**config.mk**
```make
export PLATFORM = sky130hd
export DESIGN_NAME = sdram_port_arbiter
export DESIGN_NICKNAME = d
export VERILOG_FILES = /design/src/rtl/sdram_arb_pkg.sv /design/src/rtl/sdram_port_arbiter_rr_pick.sv /design/src/rtl/sdram_port_arbiter.sv
export SDC_FILE = /design/constraint.sdc
export NUM_CORES = 1
export LEC_CHECK = 0
export ABC_AREA = 1
export CAP_MARGIN = 20
export CORE_MARGIN = 1.5
export CORE_UTILIZATION = 43
export DETAILED_ROUTE_END_ITERATION = 12
export PLACE_DENSITY = 0.8
export SLEW_MARGIN = 20
export SYNTH_ARGS = -nofsm -noshare
export SYNTH_HDL_FRONTEND = slang
export SYNTH_SLANG_ARGS = --single-unit
```
**constraint.sdc**
```tcl
create_clock -name clkSDRAMcontrol -period 4.1 [get_ports clkSDRAMcontrol]
set_clock_uncertainty 0.1 [all_clocks]
set_input_delay 1.025 -clock clkSDRAMcontrol [delete_from_list [all_inputs] [get_ports clkSDRAMcontrol]]
set_output_delay 1.025 -clock clkSDRAMcontrol [all_outputs]
set_load 0.02 [all_outputs]
```
**src/rtl/sdram_arb_pkg.sv**
```systemverilog
// Shared constants for the SDRAM command-port arbiter: FSM encoding, default widths
// and the index-wrap helper. Optional feature macro: SDRAM_ARB_PRIO0_EN.
package sdram_arb_pkg;

   localparam logic [1:0] ST_IDLE  = 2'd0;
   localparam logic [1:0] ST_ISSUE = 2'd1;
   localparam logic [1:0] ST_WAIT  = 2'd2;
   localparam logic [1:0] ST_ACK   = 2'd3;

   localparam int DEF_AW   = 26;
   localparam int DEF_DW   = 16;
   localparam int TO_CNT_W = 8;
   localparam int GID_W    = 3;

   // (base + off) mod n; wraps on the requester count, not on the index width
   function automatic logic [GID_W-1:0] wrap_add(input logic [GID_W-1:0] base,
                                                  input int off, input int n);
      int s;
      s = int'(base) + off;
      return GID_W'(s % n);
   endfunction

endpackage

```
**src/rtl/sdram_port_arbiter_rr_pick.sv**
```systemverilog
// Rotate-priority encoder: first set request bit searching upward from last+1,
// wrapping modulo NUM_REQ.
module rr_pick
   import sdram_arb_pkg::*;
#(
   parameter int NUM_REQ = 3
)
(
   input  logic [NUM_REQ-1:0] i_req,
   input  logic [GID_W-1:0]   i_last,
   output logic [GID_W-1:0]   o_idx,
   output logic               o_found
);

   logic [7:0]       w_req_pad;
   logic [GID_W-1:0] w_cand;

   assign w_req_pad = 8'(i_req);

   always_comb begin
      o_idx   = '0;
      o_found = 1'b0;
      w_cand  = '0;
      for (int i = 1; i <= NUM_REQ; i++) begin
         w_cand = wrap_add(i_last, i, NUM_REQ);
         if (!o_found && w_req_pad[w_cand]) begin
            o_found = 1'b1;
            o_idx   = w_cand;
         end
      end
   end

endmodule

```
**src/rtl/sdram_port_arbiter.sv**
```systemverilog
// Round-robin arbiter sharing one SDRAM controller command port among NUM_REQ requesters.
// Define SDRAM_ARB_PRIO0_EN to give requester 0 fixed highest priority.
module sdram_port_arbiter
   import sdram_arb_pkg::*;
#(
   parameter int NUM_REQ     = 3,
   parameter int AW          = DEF_AW,
   parameter int DW          = DEF_DW,
   parameter int TIMEOUT_CYC = 255
)
(
   input  logic                  clkSDRAMcontrol,
   input  logic                  resetn,
   input  logic [NUM_REQ-1:0]    req_valid,
   input  logic [NUM_REQ-1:0]    req_we,
   input  logic [NUM_REQ*AW-1:0] req_addr,
   input  logic [NUM_REQ*DW-1:0] req_wdata,
   input  logic [NUM_REQ*2-1:0]  req_mask,
   output logic [NUM_REQ-1:0]    req_ack,
   output logic [DW-1:0]         req_rdata,
   output logic                  req_err,
   output logic                  ctl_valid,
   input  logic                  ctl_accept,
   output logic                  ctl_we,
   output logic [AW-1:0]         ctl_addr,
   output logic [DW-1:0]         ctl_wdata,
   output logic [1:0]            ctl_mask,
   input  logic                  ctl_done,
   input  logic [DW-1:0]         ctl_rdata,
   output logic [2:0]            grant_id,
   output logic [1:0]            o_dbg_state
);

   // Handshake: the command is transferred on a cycle where ctl_valid && ctl_accept;
   // ctl_valid and all ctl_* fields are held stable from assertion until that cycle.

   localparam logic [TO_CNT_W-1:0] TO_LAST = TO_CNT_W'(TIMEOUT_CYC - 1);

   logic [1:0]          r_state;
   logic [GID_W-1:0]    r_last;
   logic [GID_W-1:0]    r_grant;
   logic [TO_CNT_W-1:0] r_cnt;
   logic                r_ctl_valid;
   logic                r_ctl_we;
   logic [AW-1:0]       r_ctl_addr;
   logic [DW-1:0]       r_ctl_wdata;
   logic [1:0]          r_ctl_mask;
   logic [NUM_REQ-1:0]  r_ack;
   logic                r_err;
   logic [DW-1:0]       r_rdata;

   logic [1:0]          w_state_nxt;
   logic [NUM_REQ-1:0]  w_rr_req;
   logic [GID_W-1:0]    w_rr_idx;
   logic                w_rr_found;
   logic [GID_W-1:0]    w_pick_idx;
   logic                w_pick_found;
   logic                w_pick_upd;
   logic                w_sel_we;
   logic [AW-1:0]       w_sel_addr;
   logic [DW-1:0]       w_sel_wdata;
   logic [1:0]          w_sel_mask;
   logic                w_grant_start;
   logic                w_accepted;
   logic                w_enter_ack;
   logic                w_enter_err;
   logic                w_timeout;
   logic [NUM_REQ-1:0]  w_grant_onehot;

   rr_pick #(.NUM_REQ(NUM_REQ)) u_rr_pick (
      .i_req   (w_rr_req),
      .i_last  (r_last),
      .o_idx   (w_rr_idx),
      .o_found (w_rr_found)
   );

`ifdef SDRAM_ARB_PRIO0_EN
   // Requester 0 bypasses the rotation and leaves the pointer alone when it wins
   assign w_rr_req = {req_valid[NUM_REQ-1:1], 1'b0};

   always_comb begin
      if (req_valid[0]) begin
         w_pick_idx   = '0;
         w_pick_found = 1'b1;
         w_pick_upd   = 1'b0;
      end else begin
         w_pick_idx   = w_rr_idx;
         w_pick_found = w_rr_found;
         w_pick_upd   = w_rr_found;
      end
   end
`else
   assign w_rr_req     = req_valid;
   assign w_pick_idx   = w_rr_idx;
   assign w_pick_found = w_rr_found;
   assign w_pick_upd   = w_rr_found;
`endif

   always_comb begin
      w_sel_we    = 1'b0;
      w_sel_addr  = '0;
      w_sel_wdata = '0;
      w_sel_mask  = '0;
      for (int i = 0; i < NUM_REQ; i++) begin
         if (w_pick_idx == GID_W'(i)) begin
            w_sel_we    = req_we[i];
            w_sel_addr  = req_addr[i*AW +: AW];
            w_sel_wdata = req_wdata[i*DW +: DW];
            w_sel_mask  = req_mask[i*2 +: 2];
         end
      end
   end

   assign w_grant_onehot = NUM_REQ'(1) << r_grant;
   assign w_timeout      = (r_cnt == TO_LAST);
   assign w_grant_start  = (r_state == ST_IDLE) && w_pick_found;
   assign w_accepted     = (r_state == ST_ISSUE) && ctl_accept;

   always_comb begin
      w_state_nxt = r_state;
      w_enter_ack = 1'b0;
      w_enter_err = 1'b0;
      case (r_state)
         ST_IDLE: begin
            if (w_pick_found) w_state_nxt = ST_ISSUE;
         end
         ST_ISSUE: begin
            if (ctl_accept) begin
               if (ctl_done) begin
                  w_state_nxt = ST_ACK;
                  w_enter_ack = 1'b1;
               end else begin
                  w_state_nxt = ST_WAIT;
               end
            end
         end
         ST_WAIT: begin
            if (ctl_done) begin
               w_state_nxt = ST_ACK;
               w_enter_ack = 1'b1;
            end else if (w_timeout) begin
               w_state_nxt = ST_ACK;
               w_enter_ack = 1'b1;
               w_enter_err = 1'b1;
            end
         end
         ST_ACK: begin
            w_state_nxt = ST_IDLE;
         end
         default: begin
            w_state_nxt = ST_IDLE;
         end
      endcase
   end

   always_ff @(posedge clkSDRAMcontrol or negedge resetn) begin
      if (!resetn) begin
         r_state <= ST_IDLE;
      end else begin
         r_state <= w_state_nxt;
      end
   end

   always_ff @(posedge clkSDRAMcontrol or negedge resetn) begin
      if (!resetn) begin
         r_ctl_we    <= 1'b0;
         r_ctl_addr  <= '0;
         r_ctl_wdata <= '0;
         r_ctl_mask  <= '0;
         r_grant     <= '0;
         r_last      <= GID_W'(NUM_REQ - 1);
      end else if (w_grant_start) begin
         r_ctl_we    <= w_sel_we;
         r_ctl_addr  <= w_sel_addr;
         r_ctl_wdata <= w_sel_wdata;
         r_ctl_mask  <= w_sel_mask;
         r_grant     <= w_pick_idx;
         if (w_pick_upd) r_last <= w_pick_idx;
      end
   end

   always_ff @(posedge clkSDRAMcontrol or negedge resetn) begin
      if (!resetn) begin
         r_ctl_valid <= 1'b0;
      end else if (w_grant_start) begin
         r_ctl_valid <= 1'b1;
      end else if (w_accepted) begin
         r_ctl_valid <= 1'b0;
      end
   end

   // Counts WAIT cycles; WAIT lasts at most TIMEOUT_CYC cycles before the error abort
   always_ff @(posedge clkSDRAMcontrol or negedge resetn) begin
      if (!resetn) begin
         r_cnt <= '0;
      end else if (w_accepted) begin
         r_cnt <= '0;
      end else if (r_state == ST_WAIT) begin
         r_cnt <= r_cnt + TO_CNT_W'(1);
      end
   end

   always_ff @(posedge clkSDRAMcontrol or negedge resetn) begin
      if (!resetn) begin
         r_ack   <= '0;
         r_err   <= 1'b0;
         r_rdata <= '0;
      end else begin
         r_ack <= w_enter_ack ? w_grant_onehot : '0;
         r_err <= w_enter_err;
         if (w_enter_ack && !w_enter_err && !r_ctl_we) r_rdata <= ctl_rdata;
      end
   end

   assign req_ack     = r_ack;
   assign req_err     = r_err;
   assign req_rdata   = r_rdata;
   assign ctl_valid   = r_ctl_valid;
   assign ctl_we      = r_ctl_we;
   assign ctl_addr    = r_ctl_addr;
   assign ctl_wdata   = r_ctl_wdata;
   assign ctl_mask    = r_ctl_mask;
   assign grant_id    = r_grant;
   assign o_dbg_state = r_state;

endmodule

```
# == Yosys cells after proc, flatten, opt, wreduce, memory -nomap -nowiden ==
# Index checks and enable logic that the tools add are counted.
# totals
regBits,82
latch_bits,0
ramBits,0
rom_bits,0
input_bits,158
out_inout_bits,71
word_cells,90
mem_count,0
# classes
add_sub_neg,4
multipliers,0
div,3
magnitude_cmp,3
n_eq_ne,9
shift,1
mux,42
bitwise,0
reduce_logical,16
# op_table
cell,count
$mod A32 B3 Y32 const B,3
$mux W26,3
$mux W16,3
$mux W1,18
$mux W8,2
$mux W2,7
$lt A3 B4 Y1 const B,3
$mux W3,4
$bmux W1 S3,3
$add A3 B2 Y4 const B,2
$add A8 B1 Y8 const B,1
$eq A8 B8 Y1 const B,1
$pmux W2 S4,1
$logic_and A1 B1 Y1,6
$add A3 B1 Y4 const B,1
$eq A2 B2 Y1 const B,2
$logic_not A1 Y1,4
$ne A2 B2 Y1 const B,2
$reduce_bool A2 Y1,2
$eq A3 B1 Y1 const B,1
$eq A3 B2 Y1 const B,1
$logic_not A3 Y1,1
$ne A3 B3 Y1 const B,1
$reduce_and A3 Y1,1
5 further kinds,5

# == Longest topological paths before layout ==
# Gate-level depths: netlist of run 1.
# logic_depth
ltp_word,15
mapped_depth,31
mapped_depth_nobuf,30

# == Hierarchy ==
# A second synthesis of run 1 with hierarchy kept.
# hier_totals
hier_cells,689
hier_area_um2,5267.6
# by_module_without_submodules
module,n_inst,cells_each,area_each_um2,seq_area_each_um2
sdram_port_arbiter,1,494,4181.5,2003.2
rr_pick,1,195,1086.0,0.0

# == Least setup slack after synthesis of run 1 ==
# Ideal clock, no wire load.
# synth_path
path_kind,register to register
startpoint,reg r_last[1]
endpoint,"reg r_ctl_addr[15], in the netlist ctl_addr[15]"
setup_time_ns,0.117
arrival_time_ns,3.296
required_time_ns,3.883
setup_slack_ns,0.587
stages_incl_launch_ff,27
n_path_buf,1
synth_period_minus_slack_ns,3.513
cell_sequence,dfstp_2 -> inv_1 -> ha_1 -> nand2_2 -> nand2_4 -> ha_1 -> nand3_1 -> nand2_1 -> nand3_1 -> nand2_1 -> nand2_1 -> inv_1 -> ha_1 -> inv_1 -> nand3_1 -> nand2_2 -> inv_1 -> nand2_1 -> nand2_1 -> nor2_4 -> nand3_4 -> nor2_4 -> nor2_8 -> buf_6 -> or2_0 -> nand3_1 -> nand2_1
# synth_via
elab_chain_len,15
elab_cells_between_ends,29
cone_classes,3 x add/sub; 3 x div; 2 x eq/ne; 15 x mux; 6 x reduce/logical
# synth_rtl
item,line,text
"start, declared",sdram_port_arbiter.sv:40,logic [GID_W-1:0] r_last;
"start signal, assigned",sdram_port_arbiter.sv:171,r_last <= GID_W'(NUM_REQ - 1);
"start signal, assigned",sdram_port_arbiter.sv:178,if (w_pick_upd) r_last <= w_pick_idx;
$add A3 B1 Y4,sdram_arb_pkg.sv:19,s = int'(base) + off;
$mod A32 B3 Y32,sdram_arb_pkg.sv:20,return GID_W'(s % n);
$bmux W1 S3,sdram_port_arbiter_rr_pick.sv:26,if (!o_found && w_req_pad[w_cand]) begin
$mux W1 (implied by the code),sdram_port_arbiter_rr_pick.sv:26,
$mux W1,sdram_port_arbiter_rr_pick.sv:26,
$logic_not A1 Y1,sdram_port_arbiter_rr_pick.sv:26,
$logic_and A1 B1 Y1,sdram_port_arbiter_rr_pick.sv:26,
$mux W1,sdram_port_arbiter_rr_pick.sv:26,
$logic_not A1 Y1,sdram_port_arbiter_rr_pick.sv:26,
$logic_and A1 B1 Y1,sdram_port_arbiter_rr_pick.sv:26,
$mux W3,sdram_port_arbiter_rr_pick.sv:26,
$logic_not A3 Y1,sdram_port_arbiter.sv:105,if (w_pick_idx == GID_W'(i)) begin
$mux W26 (3 in a row),sdram_port_arbiter.sv:105,
"end signal, assigned",sdram_port_arbiter.sv:174,r_ctl_addr <= w_sel_addr;
"end, declared",sdram_port_arbiter.sv:45,logic [AW-1:0] r_ctl_addr;
# Several ways; a longest one is shown, not always the timed one. The select of a mux whose other input is x is not followed.
# A chain may end at the register's enable or synchronous reset.

# == Worst setup path in the final report of run 1 ==
# layout_path
startpoint,reg r_last[1]
endpoint,"reg r_ctl_addr[6], in the netlist ctl_addr[6]"
# The elaborated chain is that of the path after synthesis.

==> impl_metrics.py, run 1 <==
metrics = {
    "routing": {
        "wl_met2_mm": 8.003,
        "wl_met3_mm": 1.373,
        "wl_met1_mm": 6.709,
        "topRoutingLayerUsed": "met5",
        "viasPerCell": 5.023,
        "drtIter0Drc": 321,
        "post-route-drc-count": 0,
        "drtPass1Iterations": 4,
        "wl_mm": 16.60,
        "vias": 5560,
        "wl_per_cell_um": 15.00,
        "ant_nets": 0,
    },
    "floorplan": {
        "ios": 229,
        "die_w_um": 114.0,
        "dieArea_mm2": 0.01299,
        "placeableCoreArea_mm2": 0.01201,
        "chipHeight_um": 114.0,
        "initial_core_util_pct": 44.10,
        "rows": 40,
    },
    "sta": {
        "max_clock_freq_ghz": 0.2578,
        "finalHoldViolations": 0,
        "tightest_slew_ns": 0.7672,
        "finalSetupTns_ns": 0,
        "setup_slack_ns": 0.2210,
        "finalSetupViolCount": 0,
        "fin_crit_sh_pct": 94.61,
        "whs_ns": 0.3801,
        "fin_crit_ns": 3.879,
        "finalMaxSlewViolations": 0,
        "relSlewSlack_pct": 48.86,
    },
    "synth": {
        "synth_mux_area_share_pct": 3.401,
        "yosys.area_share.xor_xnor_pct": 0.6613,
        "synthAdderAreaFrac_pct": 5.432,
        "synth_fp_nets": 910,
        "syn_avg_cell_area_um2": 7.267,
        "ys.flop_type": "dfrtp_1",
        "synth_edf_count": 0,
        "synth_compound_area_share_pct": 3.023,
        "netlist_instances": 729,
        "synth_cell_types": 39,
        "syn_area_mm2": 0.005298,
        "synth-seq-cells": 80,
        "ys_seq_area_share_pct": 37.81,
        "synth-async-reset-ratio_pct": 100.0,
        "synth-simple-area-share_pct": 42.28,
        "synth_top_family_by_area": "simple AND/OR/NAND/NOR gates",
        "yosysWarnings": 0,
    },
    "place": {
        "post_dp_cell_area_mm2": 0.007725,
        "place.gp.congestion": 0.8606,
        "dp_slack_ns": 0.1560,
        "io_buffers": 228,
        "dpl.hpwl_mm": 11.78,
    },
    "clock_tree": {
        "cts_tree": "built",
        "htreeDepth": 3,
        "clock_sinks": 80,
        "numCtsBuffers": 9,
        "clock_latency_ns": 0.34,
        "clockRootBuffer": "clkbuf_16",
        "clkTransAtPathRegs_ns": 0.06,
        "clk_path_buf_depth": 2,
    },
    "finish": {
        "area_growth_pct": 55.03,
        "drive_gt1_share_pct": 10.73,
        "layout.nets": 1136,
        "antenna_cells": 0,
        "finalInstanceArea_mm2": 0.008213,
    },
    "global_route": {
        "grt_max_degree": 81,
        "grt_pass1_vias": 5125,
        "grt_pass1_wl_mm": 24.78,
        "grt_util_all_layers_pct": 24.36,
        "antenna_found_initial": 1,
        "overflow": 0,
    },
    "setup_path": {
        "cp.arrival_ns": 4.02,
        "critPathLaunch": "r_last[1]",
        "required_ns": 4.24,
        "critPathKind": "reg2reg",
        "crit_fanout": 23,
        "reg2reg_from": "r_last[1]",
        "worstSetupEndpointType": "register",
        "cp-start-kind": "register",
    },
    "hold_path": {
        "hold_path_class": "reg2reg",
        "min_from": "ctl_mask[1]",
    },
    "flow_run": {
        "maxCapViolations": 0,
    },
    "run_status": {
        "status": "finished, final reports clean",
    },
}
layer usage:
metal  track usage, %  vias to the layer above
met5                0                        -
met4            11.08                        2
met3            6.695                       34
met2            41.29                      216
met1            28.82                     2542
li1                 -                     2766
synth_stat cells (2+ instances only):
master,instances,area (µm²)
ha_1,23,287.8
nand2_2,14,87.58
nand3b_1,16,120.1
inv_1,45,168.9
buf_6,4,45.04
nand2_4,2,22.52
o21ai_0,9,45.04
inv_2,5,18.77
a21oi_1,8,40.04
nor2_1,105,394.1
buf_2,18,90.09
nor3_1,7,35.03
o21ai_2,2,17.52
xor2_1,4,35.03
or2_0,14,87.58
dfrtp_1,79,1977
nand4_1,5,31.28
buf_4,8,60.06
nand3_2,2,20.02
nand3_1,79,395.4
mux2_2,16,180.2
nor2_4,5,56.30
nand2_1,243,912.1
registers in the layout, summed over array words and instances, names as in the netlist:
signal       flops
o_dbg_state      2
r_last           3
ctl_addr        26
req_rdata       16
req_err          1
ctl_wdata       16
r_cnt            8
ctl_mask         2
ctl_valid        1
grant_id         1
req_ack          3
ctl_we           1
path summary, 6_finish.rpt:
kind	end	slack, ns	depth (start not counted)
setup / recovery	ctl_addr[6]	0.22	27
hold / removal	ctl_mask[1]	0.38	2
setup reg to reg	ctl_addr[6]	0.22	27
hold reg to reg	ctl_mask[1]	0.38	2
max in group asynchronous	r_last[2]	2.70	1
min in group asynchronous	r_cnt[1]	0.59	1
kinds of logic after synthesis:
group                      after synthesis
AOI/OAI and AO/OA                       26
xor gates and xnor gates                 4
adders and majority gates               23
buffers and inverters                   82
DFF                                     80
muxes                                   16
and+or+nand+nor                        498
cell usage in the layout (no fill, tap or decap), drive strengths merged:
cell	n
mux2	16
clkdlybuf4s50	227
dfstp	1
and2	1
nor3b	1
clkinvlp	1
xor2	4
o21ai	12
ha	23
a211oi	1
or2	14
inv	53
bufinv	1
clkbuf	12
nand3b	17
clkinv	3
o221ai	1
dfrtp	79
nand3	82
nand4	5
o22ai	1
nand2	259
buf	16
o21a	1
nor4	1
nor3	7
nor2	111
a31oi	1
a21oi	9
area by class of cell:
cell class              count  area [µm²]
clock buffers               9       225.2
fillers                  1016        3799
flip-flops and latches     80        2004
inverters                  51       192.7
multi-input cells         567        2983
well taps                 147       183.9
clock inverters             7       77.57
repair buffers            246        2546
metrics by stage:
stage	std cells	utilization, %
after global placement	1083	64.31
after CTS	1099	66.83
after detailed placement	1083	64.31
final	1107	68.38
after floorplan	729	-
after global routing	1107	68.38
what timing repair did:
action	4_1_cts	5_1_grt
setup buffers	0	5
hold buffers	0	0
setup endpoints to repair	0	50
resized for setup	0	18
endpoints found under the hold margin	0	0
critical path: stages (launching register included):
cell and delay [ns]:
dfstp_2 0.62, ha_4 0.17, inv_1 0.05, nand2_1 0.06
nand2_2 0.08, ha_1 0.20, nor2_2 0.16, inv_2 0.04
nand2_1 0.12, inv_2 0.06, nand2_2 0.09, xor2_2 0.16
ha_2 0.21, nor2_1 0.05, nand2_1 0.10, clkinv_2 0.08
nand3_1 0.13, nand2_1 0.12, nand2_2 0.10, nand3b_4 0.10
nand2_4 0.11, nand3_4 0.09, nor2_4 0.18, nor2_8 0.08
clkbuf_16 0.19, or2_0 0.21, nand3_1 0.08, nand2_1 0.05
Power of run 1 is not shown: default switching activity piles up to over one toggle a cycle in this logic, so the estimate is an artifact.
==> inputs of run 2 (changes only) <==
--- a/config.mk
+++ b/config.mk
@@ -9,6 +9,7 @@
 export CAP_MARGIN = 20
 export CORE_MARGIN = 1.5
 export CORE_UTILIZATION = 43
+export CTS_CLUSTER_DIAMETER = 30
 export DETAILED_ROUTE_END_ITERATION = 12
 export PLACE_DENSITY = 0.8
 export SLEW_MARGIN = 20
==> results of run 2 <==
No change in the layout: final DEF, timing and power equal those of run 1.
Power of run 2 is left out for the same reason.
